File: src/rtl/lcd_pkg.sv
// Shared constants and types for the LCD frame sender.
package lcd_pkg;

   // Command type presented alongside each byte
   localparam logic [1:0] OPER_IDLE  = 2'd0;
   localparam logic [1:0] OPER_DATA  = 2'd1;
   localparam logic [1:0] OPER_INSTR = 2'd2;

   // HD44780-style instruction bytes
   localparam logic [7:0] SETUP      = 8'h38;
   localparam logic [7:0] DISP_ON    = 8'h0C;
   localparam logic [7:0] ENTRY_N    = 8'h06;
   localparam logic [7:0] CLEAR      = 8'h01;
   localparam logic [7:0] LINE1_ADDR = 8'h80;
   localparam logic [7:0] LINE2_ADDR = 8'hC0;

   // Character bytes
   localparam logic [7:0] DOUBLE_DOT = 8'h3A;
   localparam logic [7:0] ASCII_ZERO = 8'h30;
   localparam logic [7:0] BLANK      = 8'h20;

   typedef enum logic [2:0] {
      RST_HOLD, INIT, IDLE, LATCH, ADDR, CHAR, SEP, DONE
   } state_t;

   // Power-up instruction sequence, indexed 0..3
   function automatic logic [7:0] init_cmd(input logic [1:0] idx);
      case (idx)
         2'd0:    return SETUP;
         2'd1:    return DISP_ON;
         2'd2:    return ENTRY_N;
         default: return CLEAR;
      endcase
   endfunction

endpackage

File: src/rtl/lcd_char_encode.sv
// Maps one BCD nibble to the ASCII byte shown on the LCD; non-decimal codes blank the cell.
import lcd_pkg::*;

module lcd_char_encode (
   input  logic [3:0] nibble,
   output logic [7:0] ascii
);

   // Decimal digits become '0'..'9', anything above 9 becomes a space
   always_comb begin
      if (nibble <= 4'd9) ascii = ASCII_ZERO + {4'h0, nibble};
      else                ascii = BLANK;
   end

endmodule

File: src/rtl/lcd_frame_sender.sv
// Streams a snapshot of BCD digits to a character LCD as a command/data byte sequence.
import lcd_pkg::*;

module lcd_frame_sender #(
   parameter int                  N_DIGITS       = 8,
   parameter logic [N_DIGITS-1:0] SEP_MASK       = N_DIGITS'('h44),
   parameter int                  SPLIT_AT       = 4,
   parameter int                  AUTO_REFRESH   = 1,
   parameter int                  SKIP_UNCHANGED = 0
) (
   input  logic                  clk,
   input  logic                  rst_n,
   input  logic [4*N_DIGITS-1:0] dataIn,
   input  logic                  refresh,
   input  logic                  lcdReady,
   output logic [7:0]            dataOut,
   output logic [1:0]            OPER,
   output logic                  ENB,
   output logic                  RST,
   output logic                  frame_done,
   output logic                  busy
);

   localparam int             IW     = 5;
   localparam logic [IW-1:0]  N_I    = IW'(N_DIGITS);
   localparam logic [IW-1:0]  SPLIT_I = IW'(SPLIT_AT);
   localparam bit             HAS_L2 = (SPLIT_AT < N_DIGITS);

   state_t                  state_reg, state_next;
   logic [1:0]              init_idx_reg;
   logic [IW-1:0]           dig_idx_reg;
   logic                    home_sent_reg;
   logic [4*N_DIGITS-1:0]   snap_reg;
   logic [4*N_DIGITS-1:0]   last_reg;
   logic                    last_valid_reg;
   logic                    pending_reg;

   logic                    go;
   logic                    skip_frame;
   logic                    take_frame;
   logic [3:0]              cur_nib;
   logic [7:0]              cur_ascii;
   logic                    cmd_issue;
   logic [7:0]              cmd_byte;
   logic [1:0]              cmd_oper;

   // Which state handles digit position idx: line-2 address, separator, character, or end of frame
   function automatic state_t entry_state(input logic [IW-1:0] idx, input logic allow_l2);
      logic sep;
      sep = 1'b0;
      for (int i = 0; i < N_DIGITS; i++)
         if (idx == IW'(i)) sep = SEP_MASK[i];
      if (idx >= N_I)                               return DONE;
      else if (HAS_L2 && allow_l2 && idx == SPLIT_I) return ADDR;
      else if (sep)                                  return SEP;
      else                                           return CHAR;
   endfunction

   // A command may only go out when the driver is ready and the previous strobe has dropped
   assign go         = lcdReady && !ENB;
   assign skip_frame = (SKIP_UNCHANGED != 0) && last_valid_reg && (dataIn == last_reg);
   assign take_frame = (state_reg == IDLE) && (state_next == LATCH);

   // Select the digit currently being written from the frozen snapshot
   always_comb begin
      cur_nib = 4'h0;
      for (int i = 0; i < N_DIGITS; i++)
         if (dig_idx_reg == IW'(i)) cur_nib = snap_reg[4*i +: 4];
   end

   lcd_char_encode u_enc (
      .nibble (cur_nib),
      .ascii  (cur_ascii)
   );

   // State register
   always_ff @(posedge clk or negedge rst_n) begin
      if (!rst_n) state_reg <= RST_HOLD;
      else        state_reg <= state_next;
   end

   // Next-state logic; every transition waits on lcdReady except leaving the reset hold
   always_comb begin
      state_next = state_reg;
      case (state_reg)
         RST_HOLD: state_next = INIT;
         INIT:     if (go && init_idx_reg == 2'd3) state_next = IDLE;
         IDLE:     if (lcdReady && (AUTO_REFRESH != 0 || pending_reg || refresh)) state_next = LATCH;
         LATCH:    if (lcdReady) state_next = skip_frame ? DONE : ADDR;
         ADDR:     if (go) state_next = entry_state(dig_idx_reg, !home_sent_reg);
         SEP:      if (go) state_next = CHAR;
         CHAR:     if (go) state_next = entry_state(dig_idx_reg + IW'(1), 1'b1);
         DONE:     if (lcdReady) state_next = IDLE;
         default:  state_next = RST_HOLD;
      endcase
   end

   // Command selection for the current state
   always_comb begin
      cmd_issue = 1'b0;
      cmd_byte  = 8'h00;
      cmd_oper  = OPER_IDLE;
      case (state_reg)
         INIT: begin
            cmd_issue = go;
            cmd_byte  = init_cmd(init_idx_reg);
            cmd_oper  = OPER_INSTR;
         end
         ADDR: begin
            cmd_issue = go;
            cmd_byte  = home_sent_reg ? LINE2_ADDR : LINE1_ADDR;
            cmd_oper  = OPER_INSTR;
         end
         SEP: begin
            cmd_issue = go;
            cmd_byte  = DOUBLE_DOT;
            cmd_oper  = OPER_DATA;
         end
         CHAR: begin
            cmd_issue = go;
            cmd_byte  = cur_ascii;
            cmd_oper  = OPER_DATA;
         end
         default: ;
      endcase
   end

   // Output registers, frame pointers, snapshot and refresh bookkeeping
   always_ff @(posedge clk or negedge rst_n) begin
      if (!rst_n) begin
         dataOut        <= 8'h00;
         OPER           <= OPER_IDLE;
         ENB            <= 1'b0;
         RST            <= 1'b1;
         frame_done     <= 1'b0;
         busy           <= 1'b1;
         init_idx_reg   <= 2'd0;
         dig_idx_reg    <= '0;
         home_sent_reg  <= 1'b0;
         snap_reg       <= '0;
         last_reg       <= '0;
         last_valid_reg <= 1'b0;
         pending_reg    <= 1'b0;
      end else begin
         RST        <= 1'b0;
         ENB        <= cmd_issue;
         frame_done <= (state_reg == DONE) && lcdReady;
         busy       <= (state_next != IDLE);
         if (cmd_issue) begin
            dataOut <= cmd_byte;
            OPER    <= cmd_oper;
         end
         // A request consumed by the IDLE->LATCH hop is not remembered again
         pending_reg <= take_frame ? 1'b0 : (pending_reg | refresh);
         if (state_reg == INIT && cmd_issue) init_idx_reg <= init_idx_reg + 2'd1;
         if (state_reg == LATCH && lcdReady) begin
            snap_reg      <= dataIn;
            dig_idx_reg   <= '0;
            home_sent_reg <= 1'b0;
            if (!skip_frame) begin
               last_reg       <= dataIn;
               last_valid_reg <= 1'b1;
            end
         end
         if (state_reg == ADDR && cmd_issue) home_sent_reg <= 1'b1;
         if (state_reg == CHAR && cmd_issue) dig_idx_reg <= dig_idx_reg + IW'(1);
      end
   end

endmodule

File: config.mk
export PLATFORM = sky130hd
export DESIGN_NAME = lcd_frame_sender
export DESIGN_NICKNAME = d
export VERILOG_FILES = /design/src/rtl/lcd_pkg.sv /design/src/rtl/lcd_char_encode.sv /design/src/rtl/lcd_frame_sender.sv
export SDC_FILE = /design/constraint.sdc
export NUM_CORES = 1
export LEC_CHECK = 0
export BUFFER_PORTS_ARGS = -buffer_cell sky130_fd_sc_hd__buf_2
export CAP_MARGIN = 20
export CORE_MARGIN = 5
export CORE_UTILIZATION = 56
export DETAILED_ROUTE_END_ITERATION = 6
export PLACE_DENSITY = 0.84
export SLEW_MARGIN = 0
export SYNTH_ARGS = -nofsm -noshare
export SYNTH_HDL_FRONTEND = slang
export SYNTH_HIERARCHICAL = 1
export SYNTH_SLANG_ARGS = --single-unit
File: constraint.sdc
create_clock -name clk -period 3.3 [get_ports clk]
set_input_delay 0.165 -clock clk [delete_from_list [all_inputs] [get_ports clk]]
set_output_delay 0.165 -clock clk [all_outputs]
set_load 0.02 [all_outputs]
==> summary.txt <==
Clock network
  – Clock slew at reported path FFs: 60 ps
  – CTS Buffer Depth: 2
  – Clk Latency, worst-skew pair: 340 ps
  – TritonCTS buffer count: 9
  – CTS tree: yes
  – Post-CTS Resized: 0
  – Sink Count: 57
  – Root Buffer: clkbuf_8
  – H-tree depth: 3

Global route
  – GRT overflow: 0
  – Global-route wire length before repair: 10690 um
  – Vias in the first global route: 2256
  – Initial antenna violation count: 0
  – Overall Global Routing Usage: 19.13%
  – Largest net degree at the start of global routing: 37

Synthesis
  – Yosys cell types: 56
  – EDFF count, synth: 0
  – Synth top area share: 44.90%
  – Synth area leader: dfrtp_1
  – Synth top area cells: dfrtp_1, mux2_1, ha_1
  – Prevailing post-synth register cell: dfrtp_1
  – Async SR Flop Fraction: 100.0%
  – Seq/Total Area, Yosys: 46.61%
  – Synth Instances: 302
  – Mapped cell area: 3065 um^2
  – Avg Inst Size Synth: 10.15 um^2
  – #FFs+latches synth: 57
  – Synth warnings: 6

Power and ir drop
  – Clock power frac: 18.1%
  – Comb pwr share: 41.2%
  – Lkg Pwr: 1.628 nW
  – Net switching power: 1.288 mW
  – Power, Total: 3.190 mW
  – IR Drop Worst-Case VDD: 531.6 uV
  – Power Density: 911.4 nW/um^2
  – Reg power frac: 40.7%
  – Cell Int Power: 1.902 mW
  – Sw Ratio: 40.37%

Floorplan
  – Core area: 5405 um^2
  – Initial Util: 56.71%
  – Row Count: 27
  – Die Ht: 83.99 um
  – Total die area: 7053 um^2
  – # IOs: 50
  – Chip width: 83.99 um

Finish
  – Most frequent cells in the layout: dfrtp_1, buf_2, mux2_1, nand2_1, a21oi_1
  – Area added between synthesis and finish: 14.16%
  – Final core utilization: 64.75%
  – Most common cell after layout, fill and taps aside: dfrtp_1
  – Layout Nets: 389
  – Largest register FFs: 32
  – Antenna diodes: 0
  – Fraction of layout cells with a size suffix above 1: 22.35%

Detailed routing
  – Total vias in the final route: 2402
  – Vias per cell: 5.705
  – Pre-antenna DRT Iters: 4
  – Drt wl/cell: 15.38 um
  – # DRC: 0
  – DRT Wirelength: 6476 um
  – Iter 0 DRT Violations: 108
  – Final ANT Viol Nets: 0

Setup path
  – Worst EP arrival: 3070 ps
  – Worst Path Required: 3510 ps
  – CP endpoint kind: flip-flop
  – CP Max Fanout: 22
  – Critical path type: reg2reg
  – CP Launch Type: flip-flop

Timing
  – Worst hold slack: 34.83 ps
  – Slew Limit Fails: 0
  – Setup slack after layout: 442.3 ps
  – Number of setup violations in the final report: 0
  – Final hold vios: 0
  – Setup TNS: 0 ps
  – Final Skew: 5.023 ps
  – Min Tclk post-route: 2858 ps
  – Fmax: 349.9 MHz
  – Worst-Margin Slew: 738.7 ps
  – Slew Limit Headroom: 50.76%
  – RSZ-0062 raised after global routing: no
  – Crit share post-route: 86.60%

Placement
  – Final GP Congestion: 0.8332
  – I/O Buffers: 48
  – HPWL after DPL: 4571 um
  – Pre-CTS worst setup slack: 535.0 ps

Hold path
  – HP Class: in2reg

Run status
  – Status: completed

Job
  – Count of max-cap constraint violations: 0
worst paths after layout:
path,startpoint,endpoint,slack (ps),depth (start not counted)
min,dataIn[20],snap_reg[20],30,2
min in group asynchronous,rst_n,state_reg[2],420,2
min reg2reg,dataOut[7],dataOut[7],470,2
max,dig_idx_reg[0],dataOut[0],440,10
max in group asynchronous,rst_n,snap_reg[10],2090,3
max reg2reg,dig_idx_reg[0],dataOut[0],440,10
cell families after synthesis:
kind of cell,Yosys count,share of synthesized area (%)
flip-flops,57,46.61
adder cells (fa/ha/maj),9,3.674
other,3,0.3673
AND/OR/NAND/NOR,80,14.41
buffers and inverters,36,5.184
AO/OA/AOI/OAI,81,16.82
multiplexers,33,12.08
XOR/XNOR,3,0.8573
per-layer routing:
layer / track usage, % / routed length, um / up-vias
li1: - / - / 1150
met1: 24.62 / 2807 / 1170
met2: 30.73 / 3182 / 72
met3: 4.047 / 357 / 10
met4: 8.918 / 128 / 0
met5: 0 / 0 / -
synthesized netlist by cell type, drive strengths merged (3+ instances only):
library cell	n
nor2	8
o21ai	25
a31oi	4
nand2b	4
a211oi	5
nor3	3
a21oi	21
inv	13
nor2b	14
o211ai	3
mux2	32
a221o	3
dfrtp	55
nand3	9
a22oi	4
ha	9
nand4b	3
nand2	27
conb	3
clkbuf	10
buf	12
worst max-delay path, stage by stage, from the launching register on:
cell and delay [ps]:
dfrtp_1 480, ha_1 680, a21oi_1 160, o21ai_1 240
nand3_1 110, a21oi_1 310, o21ai_2 110, and2_1 170
a32o_1 240, a22oi_1 140, o21ai_1 90
through the flow:
| step | area (um^2) | std cells |
|---|---|---|
| 6_report | 3500 | 421 |
| 3_3_place_gp | 3316 | 404 |
| 5_1_grt | 3500 | 421 |
| 4_1_cts | 3500 | 421 |
| 2_1_floorplan | 3069 | 303 |
| 3_5_place_dp | 3316 | 404 |
final cells by class:
type	instances	area [um^2]
Fill cell	450	1906
Multi-Input combinational cell	210	1481
Sequential cell	57	1429
Timing Repair Buffer	52	272.8
Clock buffer	13	158.9
Tap cell	72	90.09
Inverter	14	52.55
Clock inverter	3	15.01
what timing repair did:
action                                 4_1_cts  5_1_grt
setup buffers                                0        0
endpoints found under the hold margin       30        0
hold buffers                                 1        0
power by group through the flow:
stage / clock [mW] / sequential [mW] / combinational (mW)
6_report: 0.579 / 1.30 / 1.31
5_1_grt: 0.629 / 1.33 / 1.47
4_1_cts: 0.590 / 1.29 / 1.31
3_5_place_dp: 0 / 1.30 / 1.31
3_3_place_gp: 0 / 1.29 / 1.25
2_1_floorplan: 0 / 1.25 / 1.00
Note: power is estimated with default switching activity, not from simulation.
